==> src/rtl/acq_frame_packer.sv <==
// rtl/acq_frame_packer.sv - N-channel ADC sample snapshot packed into a self-framed byte stream
//
// Purpose: on an accepted sample strobe, latch all channel samples and the
// channel mask, then emit a frame on a valid/ready byte interface:
//   8'h00 header, then for each enabled channel (lowest first) a tag byte
//   8'h41+c followed by CHUNKS data bytes {3'b100, 5-bit chunk}, LS chunk first.
// Ports:
//   clk, reset          clock, synchronous active-high reset
//   sample_in           NUM_CH packed samples, channel c at [c*SAMPLE_W +: SAMPLE_W]
//   sample_valid        one-cycle sample strobe
//   enable              allow new frames to start
//   ch_enable           per-channel send mask (latched at capture)
//   decim               send one of every decim eligible samples (0 acts as 1)
//   tx_data/tx_valid    registered byte output, held until tx_ready
//   tx_ready            sink accepts the byte this cycle
//   busy                frame in progress
//   frame_done          one-cycle pulse after the final byte is accepted
//   overrun_count       strobes dropped while busy, saturating
module acq_frame_packer #(
    parameter int NUM_CH   = 4,
    parameter int SAMPLE_W = 10
) (
    input  logic                       clk,
    input  logic                       reset,
    input  logic [NUM_CH*SAMPLE_W-1:0] sample_in,
    input  logic                       sample_valid,
    input  logic                       enable,
    input  logic [NUM_CH-1:0]          ch_enable,
    input  logic [7:0]                 decim,
    output logic [7:0]                 tx_data,
    output logic                       tx_valid,
    input  logic                       tx_ready,
    output logic                       busy,
    output logic                       frame_done,
    output logic [15:0]                overrun_count
);
    localparam int CHUNKS = (SAMPLE_W + 4) / 5;
    localparam int PAD_W  = CHUNKS * 5;

    typedef enum logic [1:0] {IDLE, HEADER, TAG, DATA} state_t;

    state_t                     state, state_n;
    logic [NUM_CH*SAMPLE_W-1:0] snap;
    logic [NUM_CH-1:0]          mask_q;
    logic [3:0]                 ch, ch_n;
    logic [3:0]                 k, k_n;
    logic [7:0]                 decim_cnt, dcnt_n;
    logic [7:0]                 decim_lim;
    logic                       capture, done_n, hs, eligible;
    logic [3:0]                 first_ch, next_ch;
    logic                       has_next;
    logic [SAMPLE_W-1:0]        ch_sample;
    logic [PAD_W-1:0]           padded;
    logic [7:0]                 byte_n;

    assign busy = (state != IDLE);

    // Lowest enabled channel, and lowest enabled channel above the current one.
    // The loop runs downward so the last hit is the lowest index.
    always_comb begin
        first_ch = '0;
        next_ch  = '0;
        has_next = 1'b0;
        for (int c = NUM_CH - 1; c >= 0; c--) begin
            if (mask_q[c]) begin
                first_ch = 4'(c);
                if (c > int'(ch)) begin
                    next_ch  = 4'(c);
                    has_next = 1'b1;
                end
            end
        end
    end

    always_comb begin
        state_n   = state;
        ch_n      = ch;
        k_n       = k;
        dcnt_n    = decim_cnt;
        capture   = 1'b0;
        done_n    = 1'b0;
        hs        = tx_valid && tx_ready;
        eligible  = sample_valid && enable && (state == IDLE) && (|ch_enable);
        decim_lim = (decim == 8'd0) ? 8'd0 : decim - 8'd1;

        case (state)
            IDLE: begin
                if (eligible) begin
                    if (decim_cnt == decim_lim) begin
                        capture = 1'b1;
                        dcnt_n  = 8'd0;
                        state_n = HEADER;
                    end else begin
                        dcnt_n = decim_cnt + 8'd1;
                    end
                end
            end
            HEADER: begin
                if (hs) begin
                    state_n = TAG;
                    ch_n    = first_ch;
                end
            end
            TAG: begin
                if (hs) begin
                    state_n = DATA;
                    k_n     = 4'd0;
                end
            end
            DATA: begin
                if (hs) begin
                    if (k != 4'(CHUNKS - 1)) begin
                        k_n = k + 4'd1;
                    end else if (has_next) begin
                        state_n = TAG;
                        ch_n    = next_ch;
                    end else begin
                        state_n = IDLE;
                        done_n  = 1'b1;
                    end
                end
            end
            default: state_n = IDLE;
        endcase

        // Output byte is computed for the next state so tx_data is a flop that
        // changes only on the edge that moves the frame forward.
        ch_sample = snap[int'(ch_n)*SAMPLE_W +: SAMPLE_W];
        padded    = PAD_W'(ch_sample);
        case (state_n)
            HEADER:  byte_n = 8'h00;
            TAG:     byte_n = 8'h41 + {4'b0000, ch_n};
            DATA:    byte_n = {3'b100, padded[int'(k_n)*5 +: 5]};
            default: byte_n = 8'h00;
        endcase
    end

    always_ff @(posedge clk) begin
        if (reset) begin
            state         <= IDLE;
            ch            <= '0;
            k             <= '0;
            decim_cnt     <= '0;
            snap          <= '0;
            mask_q        <= '0;
            tx_data       <= '0;
            tx_valid      <= 1'b0;
            frame_done    <= 1'b0;
            overrun_count <= '0;
        end else begin
            state      <= state_n;
            ch         <= ch_n;
            k          <= k_n;
            decim_cnt  <= dcnt_n;
            tx_data    <= byte_n;
            tx_valid   <= (state_n != IDLE);
            frame_done <= done_n;
            if (capture) begin
                snap   <= sample_in;
                mask_q <= ch_enable;
            end
            if (sample_valid && (state != IDLE) && (overrun_count != 16'hFFFF)) begin
                overrun_count <= overrun_count + 16'd1;
            end
        end
    end
endmodule
==> config.mk <==
export PLATFORM = sky130hd
export DESIGN_NAME = acq_frame_packer
export DESIGN_NICKNAME = d
export VERILOG_FILES = /design/src/rtl/acq_frame_packer.sv
export SDC_FILE = /design/constraint.sdc
export NUM_CORES = 1
export LEC_CHECK = 0
export ABC_AREA = 1
export CAP_MARGIN = 25
export CORE_MARGIN = 2
export CORE_UTILIZATION = 30
export CTS_BUF_LIST = sky130_fd_sc_hd__clkbuf_4 sky130_fd_sc_hd__clkbuf_8
export DETAILED_ROUTE_END_ITERATION = 6
export GPL_ROUTABILITY_DRIVEN = 1
export PLACE_DENSITY = 0.52
export SYNTH_ARGS = -nofsm -noshare
export SYNTH_HDL_FRONTEND = slang
export SYNTH_SLANG_ARGS = --single-unit
==> constraint.sdc <==
create_clock -name clk -period 4.7 [get_ports clk]
set_input_delay 0.705 -clock clk [delete_from_list [all_inputs] [get_ports clk]]
set_output_delay 0.705 -clock clk [all_outputs]
set_load 0.05 [all_outputs]
# After elaboration in Yosys (flattened, before gate mapping)
# Cells that the tools add are included.
[word_totals] input_bits=57 output_inout_bits=27 reg_bits=88 elab_cells=85
[classes] shift=2 n_mul=2 n_reduce_logical=13 addsub=5 n_mux=40 eq_ne=8 bitwise_logic=2 order_cmp=3
[op_table] cell="two-way mux 4 bit" n=14
[op_table] cell="indexed part select 40 x 9 -> 10 bit" n=1
[op_table] cell="two-way mux 2 bit" n=10
[op_table] cell="adder 16 x 1 -> 16 bit (second input constant)" n=1
[op_table] cell="two-way mux 8 bit" n=2
[op_table] cell="inequality test 16 bit (second input constant)" n=1
[op_table] cell="case mux 4 bit (2 select lines)" n=2
[op_table] cell="case mux 8 bit (2 select lines)" n=1
[op_table] cell="multiplier 4 x 3 -> 7 bit (second input constant)" n=2
[op_table] cell="two-way mux 1 bit" n=10
[op_table] cell="indexed part select 10 x 8 -> 5 bit" n=1
[op_table] cell="adder 7 x 4 -> 8 bit (first input constant)" n=1
[op_table] cell="adder 8 x 1 -> 8 bit (second input constant)" n=1
[op_table] cell="== test 2 bit (second input constant)" n=4
[op_table] cell="== test 8 bit" n=1
[op_table] cell="> comparator 2 x 4 -> 1 bit (first input constant)" n=2
[op_table] cell="zero test 8 bit" n=1
[op_table] cell="case mux 2 bit (4 select lines)" n=1
[op_table] cell="OR reduction 4 bit" n=2
[op_table] cell="subtractor 8 x 1 -> 8 bit (second input constant)" n=1
[op_table] cell="logical AND 1 bit" n=6
[op_table] cell="adder 4 x 1 -> 4 bit (second input constant)" n=1
[op_table] cell="> comparator 1 x 4 -> 1 bit (first input constant)" n=1
[op_table] cell="inequality test 4 x 1 -> 1 bit (second input constant)" n=1
[op_table] cell="5 further kinds" n=7

# Longest topological paths before layout
# Gate-level depths: netlist (run 1).
[logic_depth] ltp_word=15 depth_mapped=16 mapped_depth_nobuf=15

# Least setup slack after synthesis (run 1)
# OpenSTA, ideal clock, no wires.
[synth_path] path_kind="register -> register" start="register tx_valid" end="register tx_data[2]" setup_ns=0.112 required_ns=4.588 path_stages_with_launch=15 path_buffers=2 path_slack_ns=2.380 period_less_slack_ns=2.320 arrival_time_ns=2.208 path_cell_list="dfxtp_1 -> nand2_1 -> inv_1 -> buf_2 -> nand4_1 -> o21ai_1 -> inv_1 -> nand2_1 -> inv_1 -> buf_2 -> ha_1 -> xnor2_1 -> inv_1 -> nand2_1 -> nand2_1"
[synth_between] elab_chain_cells=7 elab_cells_between_ends=19 cone_classes="1 x add/sub; 2 x mul; 2 x eq/ne; 2 x shift; 11 x mux; 1 x reduce/logical"
[synth_rtl] item="start, declared" line="31" rtl="output logic tx_valid,"
[synth_rtl] item="start signal, assigned" line="156" rtl="tx_valid <= (state_n != IDLE);"
[synth_rtl] item="logical AND 1 bit *" line="82" rtl="hs = tx_valid && tx_ready;"
[synth_rtl] item="two-way mux 4 bit, on equally long branches" line="111, 99"
[synth_rtl] item="case mux 4 bit (2 select lines) *" line="86" rtl="case (state)"
[synth_rtl] item="named net ch_n[1]" line="45" rtl="logic [3:0] ch, ch_n;"
[synth_rtl] item="multiplier 4 x 3 -> 7 bit" line="128" rtl="ch_sample = snap[int'(ch_n)*SAMPLE_W +: SAMPLE_W];"
[synth_rtl] item="indexed part select 40 x 9 -> 10 bit" line="128"
[synth_rtl] item="indexed part select 10 x 8 -> 5 bit" line="133" rtl="DATA: byte_n = {3'b100, padded[int'(k_n)*5 +: 5]};"
[synth_rtl] item="case mux 8 bit (2 select lines) *" line="130" rtl="case (state_n)"
[synth_rtl] item="end signal, assigned" line="155" rtl="tx_data <= byte_n;"
[synth_rtl] item="end, declared" line="30" rtl="output logic [7:0] tx_data,"
# The timed path passes the listed nets; every way through them passes the cells marked *.
# A chain may end at the register's enable or synchronous reset.

# Final worst setup path (run 1)
[layout_path] start="input port tx_ready" end="register tx_data[2]"
[layout_between] elab_chain_cells=7 elab_cells_between_ends=19 cone_classes="1 x add/sub; 2 x mul; 2 x eq/ne; 2 x shift; 11 x mux; 1 x reduce/logical"
[layout_rtl] item="start, declared" line="32" rtl="input logic tx_ready,"
[layout_rtl] item="logical AND 1 bit *" line="82"
[layout_rtl] item="two-way mux 4 bit, on equally long branches" line="111, 99"
[layout_rtl] item="case mux 4 bit (2 select lines) *" line="86"
[layout_rtl] item="named net ch_n[0]" line="45"
[layout_rtl] item="multiplier 4 x 3 -> 7 bit" line="128"
[layout_rtl] item="indexed part select 40 x 9 -> 10 bit" line="128"
[layout_rtl] item="indexed part select 10 x 8 -> 5 bit" line="133"
[layout_rtl] item="case mux 8 bit (2 select lines) *" line="130"
# Marked as above.

==> results.sh, run 1 <==
export IMPL_max_freq_ghz=0.316
export IMPL_die_width_um=130
export IMPL_yosys_most_used_dff="sky130_fd_sc_hd__dfxtp_1"
export IMPL_maxSlewHeadroom=0.554
export IMPL_cts_tree="yes"
export IMPL_std_cell_rows=46
export IMPL_layout_commonest_cell="sky130_fd_sc_hd__nand2_1"
export IMPL_syn_mean_instance_area_sq_um=6.16
export IMPL_detailroute_wirelength_met3_um=416
export IMPL_combPwrFrac=0.077
export IMPL_swShare=0.225
export IMPL_dr_total_vias=4597
export IMPL_cts_inserted_buffers=9
export IMPL_grtUsageTotal=0.154
export IMPL_launching_point_of_the_worst_reg2reg_path="tx_valid"
export IMPL_gr_total_overflow=0
export IMPL_syn_area_sq_um=4750
export IMPL_half_perimeter_wire_length_of_the_detailed_placement_result_um=8970
export IMPL_synth_seq_area_share=0.367
export IMPL_irDropWorstVdd_mv=0.106
export IMPL_final_hold_violation_count=0
export IMPL_drc_errors=0
export IMPL_ctsHtreeMaxLevel=3
export IMPL_power_report_internal_total_w=0.00105
export IMPL_global_route_wire_length_before_repair_um=20500
export IMPL_flow_area_growth_from_synthesis_pct=24.2
export IMPL_num_nets_final=901
export IMPL_status="finished, final reports clean"
export IMPL_cts_sinks=87
export IMPL_drt_first_iter_violations=327
export IMPL_static_leakage_power_nw=2.79
export IMPL_timing_critical_path_from_type="primary input"
export IMPL_grt_start_max_net_pins=57
export IMPL_highest_signal_layer="met4"
export IMPL_path_max_fanout=23
export IMPL_post_synth_inst_count=771
export IMPL_fp_dieArea_sq_um=16900
export IMPL_whs_path_depth=2
export IMPL_power_per_cell_area_nw_per_um2=229
export IMPL_core_sq_um=15700
export IMPL_p_clk_frac=0.374
export IMPL_timing_final_crit_share=0.674
export IMPL_grt_pass1_vias=4253
export IMPL_max_clock_path_buffers=2
export IMPL_post_synth_xor_area_fraction=0.0221
export IMPL_max_cap_viol_count=0
export IMPL_fraction_of_registers_with_async_set_reset=0
export IMPL_whs_endpoint="overrun_count[2]"
export IMPL_fin_total_pwr_w=0.00135
export IMPL_pwr_share_seq=0.549
export IMPL_cts_hold_fix_buffers=0
export IMPL_post_drt_via_cell_ratio=4.34
export IMPL_synth_compound_area_share=0.0529
export IMPL_criticalPathCategory="in2reg"
export IMPL_worst_setup_hold_path_clk_slew_ns=0.08
export IMPL_rsz0062_at_grt="false"
export IMPL_cp_required_ns=4.96
export IMPL_worstReg2RegEnd="tx_data[2]"
export IMPL_ant_nets=0
export IMPL_timing_reg2reg_worst_path_depth=14
export IMPL_setup_violations_final=0
export IMPL_final_setup_tns_ns=0
export IMPL_ys_warn_count=0
export IMPL_worst_slew_pin_slew_ns=0.667
export IMPL_floorplan_initialDensity=0.304
export IMPL_synth_simple_gate_area_frac=0.423
export IMPL_antenna_diode_count=0
export IMPL_dr_wl_met2_um=5420
export IMPL_synth_mux_area_fraction=0
export IMPL_wire_per_inst_um=11.4
export IMPL_routabilityCongestion=0.840
export IMPL_cp_end_kind="flip-flop"
export IMPL_port_buffers=82
export IMPL_yosysUniqueCellTypes=33
export IMPL_post_synth_main_area_contributors="sky130_fd_sc_hd__dfxtp_1 (37%), sky130_fd_sc_hd__nand2_1 (18%), sky130_fd_sc_hd__nor2_1 (11%), sky130_fd_sc_hd__nand3_1 (9.5%), sky130_fd_sc_hd__inv_1 (8.0%)"
export IMPL_grt_antenna_before_repair=0
export IMPL_highest_count_cells_in_the_layout_ignoring_fill_and_taps="sky130_fd_sc_hd__nand2_1 (223), sky130_fd_sc_hd__nor2_1 (135), sky130_fd_sc_hd__inv_1 (101)"
export IMPL_detailedRoute_firstPassIterationCount=4
export IMPL_io_pins=84
export IMPL_startpoint_of_the_lowest_slack_hold_path="overrun_count[2]"
export IMPL_cp_arrival_ns=3.43
export IMPL_syn_num_nets=834
export IMPL_layout_drive_gt1_share=0.0428
export IMPL_postRouteWirelength_um=12100
export IMPL_post_cts_resized=0
export IMPL_die_height_um=130
export IMPL_synth_ff_latch_count=87
export IMPL_synth_edf_count=0
export IMPL_largest_area_contributor_in_the_netlist="sky130_fd_sc_hd__dfxtp_1"
export IMPL_worst_clock_skew_ns=0.00455
export IMPL_timing_final_max_slew_violations=0
export IMPL_drt_met1_wl_um=6060
export IMPL_yosysTopAreaCellShare=0.367
export IMPL_postLayoutSetupSlackWorst_ns=1.53
export IMPL_cts_root_buffer_cell="sky130_fd_sc_hd__clkbuf_8"
export IMPL_post_synth_fa_ha_maj_area_fraction=0.0158
export IMPL_final_layout_worst_hold_slack_ns=0.502
export IMPL_r2r_setup_slack_ns=1.99
export IMPL_final_period_minus_worst_setup_slack_ns=3.17
export IMPL_source_to_sink_clock_delay_at_the_later_pin_of_the_worst_skew_pair_ns=0.36
export IMPL_power_net_switching_w=0.000304
export IMPL_dominant_combinational_cell_family_by_area_after_synthesis="simple AND/OR/NAND/NOR gates"
export IMPL_worst_slack_placed_ns=1.16
export IMPL_postCtsSetupRepairBufs=0
export IMPL_hold_class="reg2reg"
## power by group through the flow
| stage | sequential [W] | clock [W] | combinational [W] |
|---|---|---|---|
| final | 0.000741 | 0.000504 | 0.000105 |
| after CTS | 0.000741 | 0.000528 | 0.000106 |
| after detailed placement | 0.000758 | 0 | 0.000105 |
| after global routing | 0.000742 | 0.000556 | 0.000118 |
| after global placement | 0.000759 | 0 | 0.000106 |
| after floorplan | 0.000758 | 0 | 0.0000443 |
## metal layers
layer	global-route usage	vias to the layer above
li1	-	2509
met1	0.217	1978
met2	0.238	97
met3	0.0226	13
met4	0.0576	0
met5	0	-
## layout make-up
cell class              instances  area (sq um)
fillers                      1775          9750
flip-flops and latches         87          1740
well taps                     216           270
multi-input cells             546          2440
inverters                     107           402
clock buffers                  15           188
repair buffers                 87           858
## critical path: stages
cell and delay, ns:
sky130_fd_sc_hd__clkdlybuf4s50_1 0.45, sky130_fd_sc_hd__nand2_1 0.15, sky130_fd_sc_hd__inv_1 0.30, sky130_fd_sc_hd__nand3_1 0.17, sky130_fd_sc_hd__nand2_1 0.14, sky130_fd_sc_hd__nor2_1 0.05, sky130_fd_sc_hd__nor2_1 0.10, sky130_fd_sc_hd__buf_4 0.24
sky130_fd_sc_hd__nand2_1 0.45, sky130_fd_sc_hd__inv_1 0.20, sky130_fd_sc_hd__ha_1 0.20, sky130_fd_sc_hd__xnor2_1 0.12, sky130_fd_sc_hd__inv_1 0.05, sky130_fd_sc_hd__nand2_1 0.06, sky130_fd_sc_hd__nand2_1 0.04
## cell families (layout without fill, tap and decap cells)
kind of cell / count (synthesis) / count (layout)
adder cells (fa/ha/maj): 6 / 6
AO/OA/AOI/OAI: 47 / 47
XOR/XNOR: 12 / 12
flip-flops: 87 / 87
buffers and inverters: 138 / 209
AND/OR/NAND/NOR: 480 / 480
other: 1 / 1
## worst max path at each step
stage                     cells after the start          to  slack (ns)     start
final                                        15  tx_data[2]        1.53  tx_ready
after floorplan                              14  tx_data[2]        2.38  tx_valid
after CTS                                    15  tx_data[2]        1.54  tx_ready
after global placement                       15  tx_data[2]        1.19  tx_ready
after detailed placement                     15  tx_data[2]        1.16  tx_ready
after global routing                         15  tx_data[2]        1.21  tx_ready
## cells in the mapped netlist (2+ instances only)
cell type,count
sky130_fd_sc_hd__nand2_1,223
sky130_fd_sc_hd__nor2_1,135
sky130_fd_sc_hd__inv_1,101
sky130_fd_sc_hd__nand3_1,90
sky130_fd_sc_hd__dfxtp_1,87
sky130_fd_sc_hd__o21ai_0,20
sky130_fd_sc_hd__a21oi_1,17
sky130_fd_sc_hd__buf_2,15
sky130_fd_sc_hd__clkbuf_1,11
sky130_fd_sc_hd__nand4_1,11
sky130_fd_sc_hd__nor3_1,8
sky130_fd_sc_hd__xor2_1,7
sky130_fd_sc_hd__ha_1,6
sky130_fd_sc_hd__inv_2,6
sky130_fd_sc_hd__xnor2_1,5
sky130_fd_sc_hd__buf_6,3
sky130_fd_sc_hd__nand2_2,3
sky130_fd_sc_hd__nor2_2,3
sky130_fd_sc_hd__a31oi_1,2
sky130_fd_sc_hd__buf_4,2
sky130_fd_sc_hd__o211ai_1,2
sky130_fd_sc_hd__o21a_1,2
sky130_fd_sc_hd__o21ai_1,2
## flip-flops by register name, summed over array words and instances (netlist names), named ones only
signal	flops
frame_done	1
decim_cnt	8
snap	40
mask_q	4
tx_valid	1
k	3
state	2
overrun_count	16
ch	4
tx_data	7
## per-stage QoR
step	utilization	cell area [sq um]	instances
after floorplan	-	4750	771
final	0.377	5900	1058
after CTS	0.377	5900	1058
after global placement	0.365	5720	1043
after global routing	0.377	5900	1058
after detailed placement	0.365	5720	1043
(Power assumes the default switching activity.)
==> run 2, diff against run 1 <==
--- a/config.mk
+++ b/config.mk
@@ -12,7 +12,7 @@
 export CTS_BUF_LIST = sky130_fd_sc_hd__clkbuf_4 sky130_fd_sc_hd__clkbuf_8
 export DETAILED_ROUTE_END_ITERATION = 6
 export GPL_ROUTABILITY_DRIVEN = 1
-export PLACE_DENSITY = 0.52
+export PLACE_DENSITY = 0.54
 export SYNTH_ARGS = -nofsm -noshare
 export SYNTH_HDL_FRONTEND = slang
 export SYNTH_SLANG_ARGS = --single-unit
==> constraint.sdc (replaced) <==
create_clock -name clk -period 2.75 [get_ports clk]
set_input_delay 0.4125 -clock clk [delete_from_list [all_inputs] [get_ports clk]]
set_output_delay 0.4125 -clock clk [all_outputs]
set_load 0.05 [all_outputs]
==> results.sh, run 2 (synthesis results as in run 1) <==
export IMPL_status="finished, final reports clean"
export IMPL_final_util=0.383
export IMPL_drt_first_iter_violations=222
export IMPL_swShare=0.232
export IMPL_irDropWorstVdd_mv=0.174
export IMPL_cts_tree="yes"
export IMPL_numPlacedInstances=1051
export IMPL_timing_final_max_slew_violations=0
export IMPL_total_non_filler_cell_area_in_the_finished_layout_sq_um=6000
export IMPL_timing_final_crit_share=0.841
export IMPL_final_fill_count=1737
export IMPL_final_seq_area_sq_um=1740
export IMPL_grt_antenna_before_repair=0
export IMPL_static_leakage_power_nw=2.85
export IMPL_highest_count_cells_in_the_layout_ignoring_fill_and_taps="sky130_fd_sc_hd__nand2_1 (223), sky130_fd_sc_hd__nor2_1 (135), sky130_fd_sc_hd__inv_1 (101)"
export IMPL_detailedRoute_firstPassIterationCount=5
export IMPL_fp_dieArea_sq_um=16900
export IMPL_cts_inserted_buffers=9
export IMPL_die_height_um=130
export IMPL_multi_input_comb_area_sq_um=2440
export IMPL_max_cap_viol_count=0
export IMPL_flow_area_growth_from_synthesis_pct=26.2
export IMPL_max_clock_path_buffers=2
export IMPL_post_drt_via_cell_ratio=4.30
export IMPL_timing_critical_path_buf_inv=2
export IMPL_cp_top_family="buffers and inverters"
export IMPL_cp_required_ns=2.34
export IMPL_global_route_wire_length_before_repair_um=19900
export IMPL_cts_hold_fix_buffers=0
export IMPL_max_reg_flops=40
export IMPL_floorplan_initialDensity=0.304
export IMPL_grt_pass1_vias=4151
export IMPL_worst_clock_skew_ns=0.0105
export IMPL_dp_area_sq_um=5800
export IMPL_final_period_minus_worst_setup_slack_ns=2.31
export IMPL_gr_total_overflow=0
export IMPL_half_perimeter_wire_length_of_the_detailed_placement_result_um=8710
export IMPL_p_clk_frac=0.389
export IMPL_grt_start_max_net_pins=89
export IMPL_cp_arrival_ns=1.90
export IMPL_path_max_fanout=8
export IMPL_pwr_share_seq=0.534
export IMPL_hold_class="reg2reg"
export IMPL_combPwrFrac=0.077
export IMPL_critical_path_slowest_cell="sky130_fd_sc_hd__clkdlybuf4s50_1"
export IMPL_dr_total_vias=4586
export IMPL_cts_root_buffer_cell="sky130_fd_sc_hd__clkbuf_8"
export IMPL_crit_cells=3
export IMPL_cts_sinks=87
export IMPL_routabilityCongestion=0.800
export IMPL_whs_path_depth=2
export IMPL_port_buffers=82
export IMPL_maxSlewHeadroom=0.607
export IMPL_layout_commonest_cell="sky130_fd_sc_hd__nand2_1"
export IMPL_core_sq_um=15700
export IMPL_io_pins=84
export IMPL_postCtsSetupRepairBufs=0
export IMPL_biggestRegsByFlops="snap (40), overrun_count (16), decim_cnt (8)"
export IMPL_critical_path_max_stage_delay_ns=0.81
export IMPL_std_cell_rows=46
export IMPL_largest_register="snap"
export IMPL_power_report_internal_total_w=0.00182
export IMPL_final_hold_violation_count=0
export IMPL_timing_critical_path_cells="inv_2 -> nand2_2 -> clkdlybuf4s50_1"
export IMPL_rsz0062_at_grt="false"
export IMPL_final_setup_tns_ns=0
export IMPL_cp_end_kind="output pin"
export IMPL_grtUsageTotal=0.148
export IMPL_worst_setup_hold_path_clk_slew_ns=0.08
export IMPL_die_width_um=130
export IMPL_post_cts_resized=0
export IMPL_timing_critical_path_from_type="flip-flop"
export IMPL_setup_violations_final=0
export IMPL_ctsHtreeMaxLevel=3
export IMPL_antenna_diode_count=0
export IMPL_layout_drive_gt1_share=0.0529
export IMPL_final_cells=1067
export IMPL_source_to_sink_clock_delay_at_the_later_pin_of_the_worst_skew_pair_ns=0.38
export IMPL_wire_per_inst_um=11.3
export IMPL_power_per_cell_area_nw_per_um2=395
export IMPL_fin_total_pwr_w=0.00237
export IMPL_drc_errors=0
export IMPL_power_net_switching_w=0.000549
export IMPL_criticalPathCategory="reg2out"
export IMPL_max_freq_ghz=0.432
export IMPL_ant_nets=0
export IMPL_worst_slew_pin_slew_ns=0.590
export IMPL_postRouteWirelength_um=12000
export IMPL_timing_reg2reg_worst_path_depth=12
export IMPL_num_nets_final=909
-- run 2: changes by cell type in the layout (fill, tap and decap cells not counted) --
cell / delta
sky130_fd_sc_hd__buf_4: +6
sky130_fd_sc_hd__buf_12: +2
sky130_fd_sc_hd__bufinv_16: +1
sky130_fd_sc_hd__clkbuf_8: -2
sky130_fd_sc_hd__clkbuf_4: -1
sky130_fd_sc_hd__clkinv_2: +3
-- run 2: per-stage QoR --
step	worst slack [ns]	hold WS, ns
final	0.437	0.497
after global routing	0.271	0.521
after CTS	0.422	0.504
after detailed placement	0.101	0.491
after global placement	0.117	0.484
after floorplan	0.430	0.469
-- run 2: tightest hold or removal path: stages, from the launching register on --
cell                      delay, ns
sky130_fd_sc_hd__dfxtp_1       0.33
sky130_fd_sc_hd__nand2_1       0.06
sky130_fd_sc_hd__a21oi_1       0.06
-- run 2: power groups by stage --
stage                     Combinational, W  Sequential (W)  Clock, W
after floorplan                  0.0000756         0.00130         0
after global placement            0.000185         0.00130         0
after detailed placement          0.000181         0.00130         0
after CTS                         0.000183         0.00127  0.000956
after global routing              0.000201         0.00127   0.00101
final                             0.000182         0.00127  0.000921
-- run 2: cell type report --
class,count,area share
multi-input combinational,546,0.407
sequential,87,0.290
timing repair buffer,95,0.157
inverter,107,0.0670
tap,216,0.0451
clock buffer,12,0.0254
clock inverter,4,0.00751
-- run 2: path summary, 6_finish.rpt --
path | startpoint | endpoint | slack (ns)
max | state[0] | busy | 0.44
min | flip-flop | flip-flop | 0.50
max reg2reg | overrun_count[0] | overrun_count[11] | 0.60
min reg2reg | flip-flop | flip-flop | 0.50
-- run 2: metal layers --
layer | vias to the layer above | wire length (um) | GRT usage
met5 | - | 0 | 0
met4 | 0 | 203 | 0.0607
met3 | 15 | 444 | 0.0287
met2 | 72 | 5240 | 0.228
met1 | 1981 | 6120 | 0.205
li1 | 2518 | - | -
==> run 3, diff against run 2 <==
==> constraint.sdc (replaced) <==
create_clock -name clk -period 2.1 [get_ports clk]
set_input_delay 0.315 -clock clk [delete_from_list [all_inputs] [get_ports clk]]
set_output_delay 0.315 -clock clk [all_outputs]
set_load 0.05 [all_outputs]
==> results.sh, run 3 (synthesis results as in run 1) <==
export IMPL_static_leakage_power_nw=3.18
export IMPL_largest_register="snap"
export IMPL_final_cells=1116
export IMPL_timing_final_max_slew_violations=0
export IMPL_timing_critical_path_cells="clkdlybuf4s50_1"
export IMPL_fin_total_pwr_w=0.00310
export IMPL_timing_final_crit_share=0.936
export IMPL_crit_cells=1
export IMPL_power_per_cell_area_nw_per_um2=477
export IMPL_setup_violations_final=0
export IMPL_routabilityCongestion=0.808
export IMPL_detailedRoute_firstPassIterationCount=5
export IMPL_std_cell_rows=46
export IMPL_max_cap_viol_count=0
export IMPL_hold_class="reg2reg"
export IMPL_ctsHtreeMaxLevel=3
export IMPL_critical_path_slowest_cell="sky130_fd_sc_hd__clkdlybuf4s50_1"
export IMPL_worst_clock_skew_ns=0.0111
export IMPL_cp_top_family="buffers and inverters"
export IMPL_grtUsageTotal=0.160
export IMPL_grt_antenna_before_repair=0
export IMPL_numPlacedInstances=1096
export IMPL_ant_nets=0
export IMPL_final_fill_count=1730
export IMPL_power_report_internal_total_w=0.00238
export IMPL_post_drt_via_cell_ratio=4.32
export IMPL_source_to_sink_clock_delay_at_the_later_pin_of_the_worst_skew_pair_ns=0.37
export IMPL_half_perimeter_wire_length_of_the_detailed_placement_result_um=9120
export IMPL_combPwrFrac=0.092
export IMPL_cp_required_ns=1.78
export IMPL_cts_hold_fix_buffers=0
export IMPL_rsz0062_at_grt="false"
export IMPL_whs_path_depth=2
export IMPL_gr_total_overflow=0
export IMPL_postRouteWirelength_um=13100
export IMPL_dp_area_sq_um=6140
export IMPL_antenna_diode_count=0
export IMPL_worst_setup_hold_path_clk_slew_ns=0.09
export IMPL_layout_drive_gt1_share=0.131
export IMPL_timing_reg2reg_worst_path_depth=14
export IMPL_grt_pass1_vias=4362
export IMPL_cts_sinks=87
export IMPL_wire_per_inst_um=11.8
export IMPL_io_pins=84
export IMPL_flow_area_growth_from_synthesis_pct=36.9
export IMPL_max_reg_flops=40
export IMPL_criticalPathCategory="reg2out"
export IMPL_biggestRegsByFlops="snap (40), overrun_count (16), decim_cnt (8)"
export IMPL_drc_errors=0
export IMPL_p_clk_frac=0.374
export IMPL_final_period_minus_worst_setup_slack_ns=1.97
export IMPL_worst_slew_pin_slew_ns=0.518
export IMPL_maxSlewHeadroom=0.653
export IMPL_die_height_um=130
export IMPL_dr_total_vias=4825
export IMPL_port_buffers=82
export IMPL_cts_inserted_buffers=9
export IMPL_total_non_filler_cell_area_in_the_finished_layout_sq_um=6510
export IMPL_drt_first_iter_violations=273
export IMPL_swShare=0.234
export IMPL_pwr_share_seq=0.534
export IMPL_num_nets_final=960
export IMPL_status="finished, final reports clean"
export IMPL_fp_dieArea_sq_um=16900
export IMPL_path_max_fanout=5
export IMPL_max_freq_ghz=0.509
export IMPL_final_hold_violation_count=0
export IMPL_power_net_switching_w=0.000727
export IMPL_final_layout_worst_hold_slack_ns=0.508
export IMPL_cp_arrival_ns=1.65
export IMPL_global_route_wire_length_before_repair_um=21500
export IMPL_core_sq_um=15700
export IMPL_max_clock_path_buffers=2
export IMPL_die_width_um=130
export IMPL_grt_start_max_net_pins=46
export IMPL_highest_count_cells_in_the_layout_ignoring_fill_and_taps="sky130_fd_sc_hd__nand2_1 (218), sky130_fd_sc_hd__nor2_1 (128), sky130_fd_sc_hd__inv_1 (97)"
export IMPL_floorplan_initialDensity=0.304
export IMPL_timing_critical_path_buf_inv=1
export IMPL_critical_path_max_stage_delay_ns=0.84
export IMPL_timing_critical_path_from_type="flip-flop"
export IMPL_irDropWorstVdd_mv=0.326
export IMPL_cts_root_buffer_cell="sky130_fd_sc_hd__clkbuf_8"
export IMPL_cp_end_kind="output pin"
export IMPL_cts_tree="yes"
export IMPL_layout_commonest_cell="sky130_fd_sc_hd__nand2_1"
==> run 3: cell count changes in the layout (fill, tap and decap cells not counted), sizes merged <==
cell / previous run / this run
clkbuf: 12 / 10
clkinv: 3 / 2
clkinvlp: 0 / 2
dlygate4sd2: 0 / 1
inv: 107 / 106
bufbuf: 0 / 1
buf: 13 / 64
clkdlybuf4s50: 82 / 74
dlymetal6s2s: 0 / 6
==> run 3: stage by stage <==
stage / setup slack (ns) / util / TNS, ns
after global routing: 0.00521 / 0.416 / 0
after floorplan: -0.0249 / - / -0.0249
after CTS: 0.0159 / 0.411 / 0
after detailed placement: -0.427 / 0.392 / -23.12
after global placement: -0.400 / 0.392 / -21.40
final: 0.134 / 0.416 / 0
==> run 3: worst paths after layout <==
path                     startpoint  slack (ns)                 to
hold reg to reg           flip-flop        0.51          flip-flop
setup reg to reg               k[1]        0.17         tx_data[3]
setup / recovery  overrun_count[13]        0.13  overrun_count[13]
hold / removal            flip-flop        0.51          flip-flop
==> run 3: repair_timing <==
action,CTS,global route
resized for setup,9,31
setup buffers,3,1
pin swaps,2,6
setup endpoints to repair,39,69
cloned,2,1
==> run 3: area by class of cell <==
| cell class | instances | area, sq um | area share |
|---|---|---|---|
| clock buffer | 10 | 138 | 0.0212 |
| clock inverter | 4 | 47.5 | 0.00731 |
| inverter | 107 | 405 | 0.0623 |
| multi-input combinational | 546 | 2510 | 0.386 |
| sequential | 87 | 1750 | 0.269 |
| tap | 216 | 270 | 0.0415 |
| timing repair buffer | 146 | 1390 | 0.213 |
==> run 3: routing by layer <==
metal / vias to the layer above / track usage / routed length (um)
li1: 2619 / - / -
met1: 2101 / 0.220 / 6510
met2: 91 / 0.252 / 5860
met3: 14 / 0.0291 / 556
met4: 0 / 0.0538 / 197
met5: - / 0 / 0
==> run 3: power by group through the flow <==
stage	Clock [W]	Combinational [W]	Sequential [W]
global placement	0	0.000275	0.00170
detailed placement	0	0.000272	0.00170
floorplan	0	0.0000990	0.00170
global route	0.00126	0.000312	0.00166
finish	0.00116	0.000284	0.00166
CTS	0.00121	0.000278	0.00166
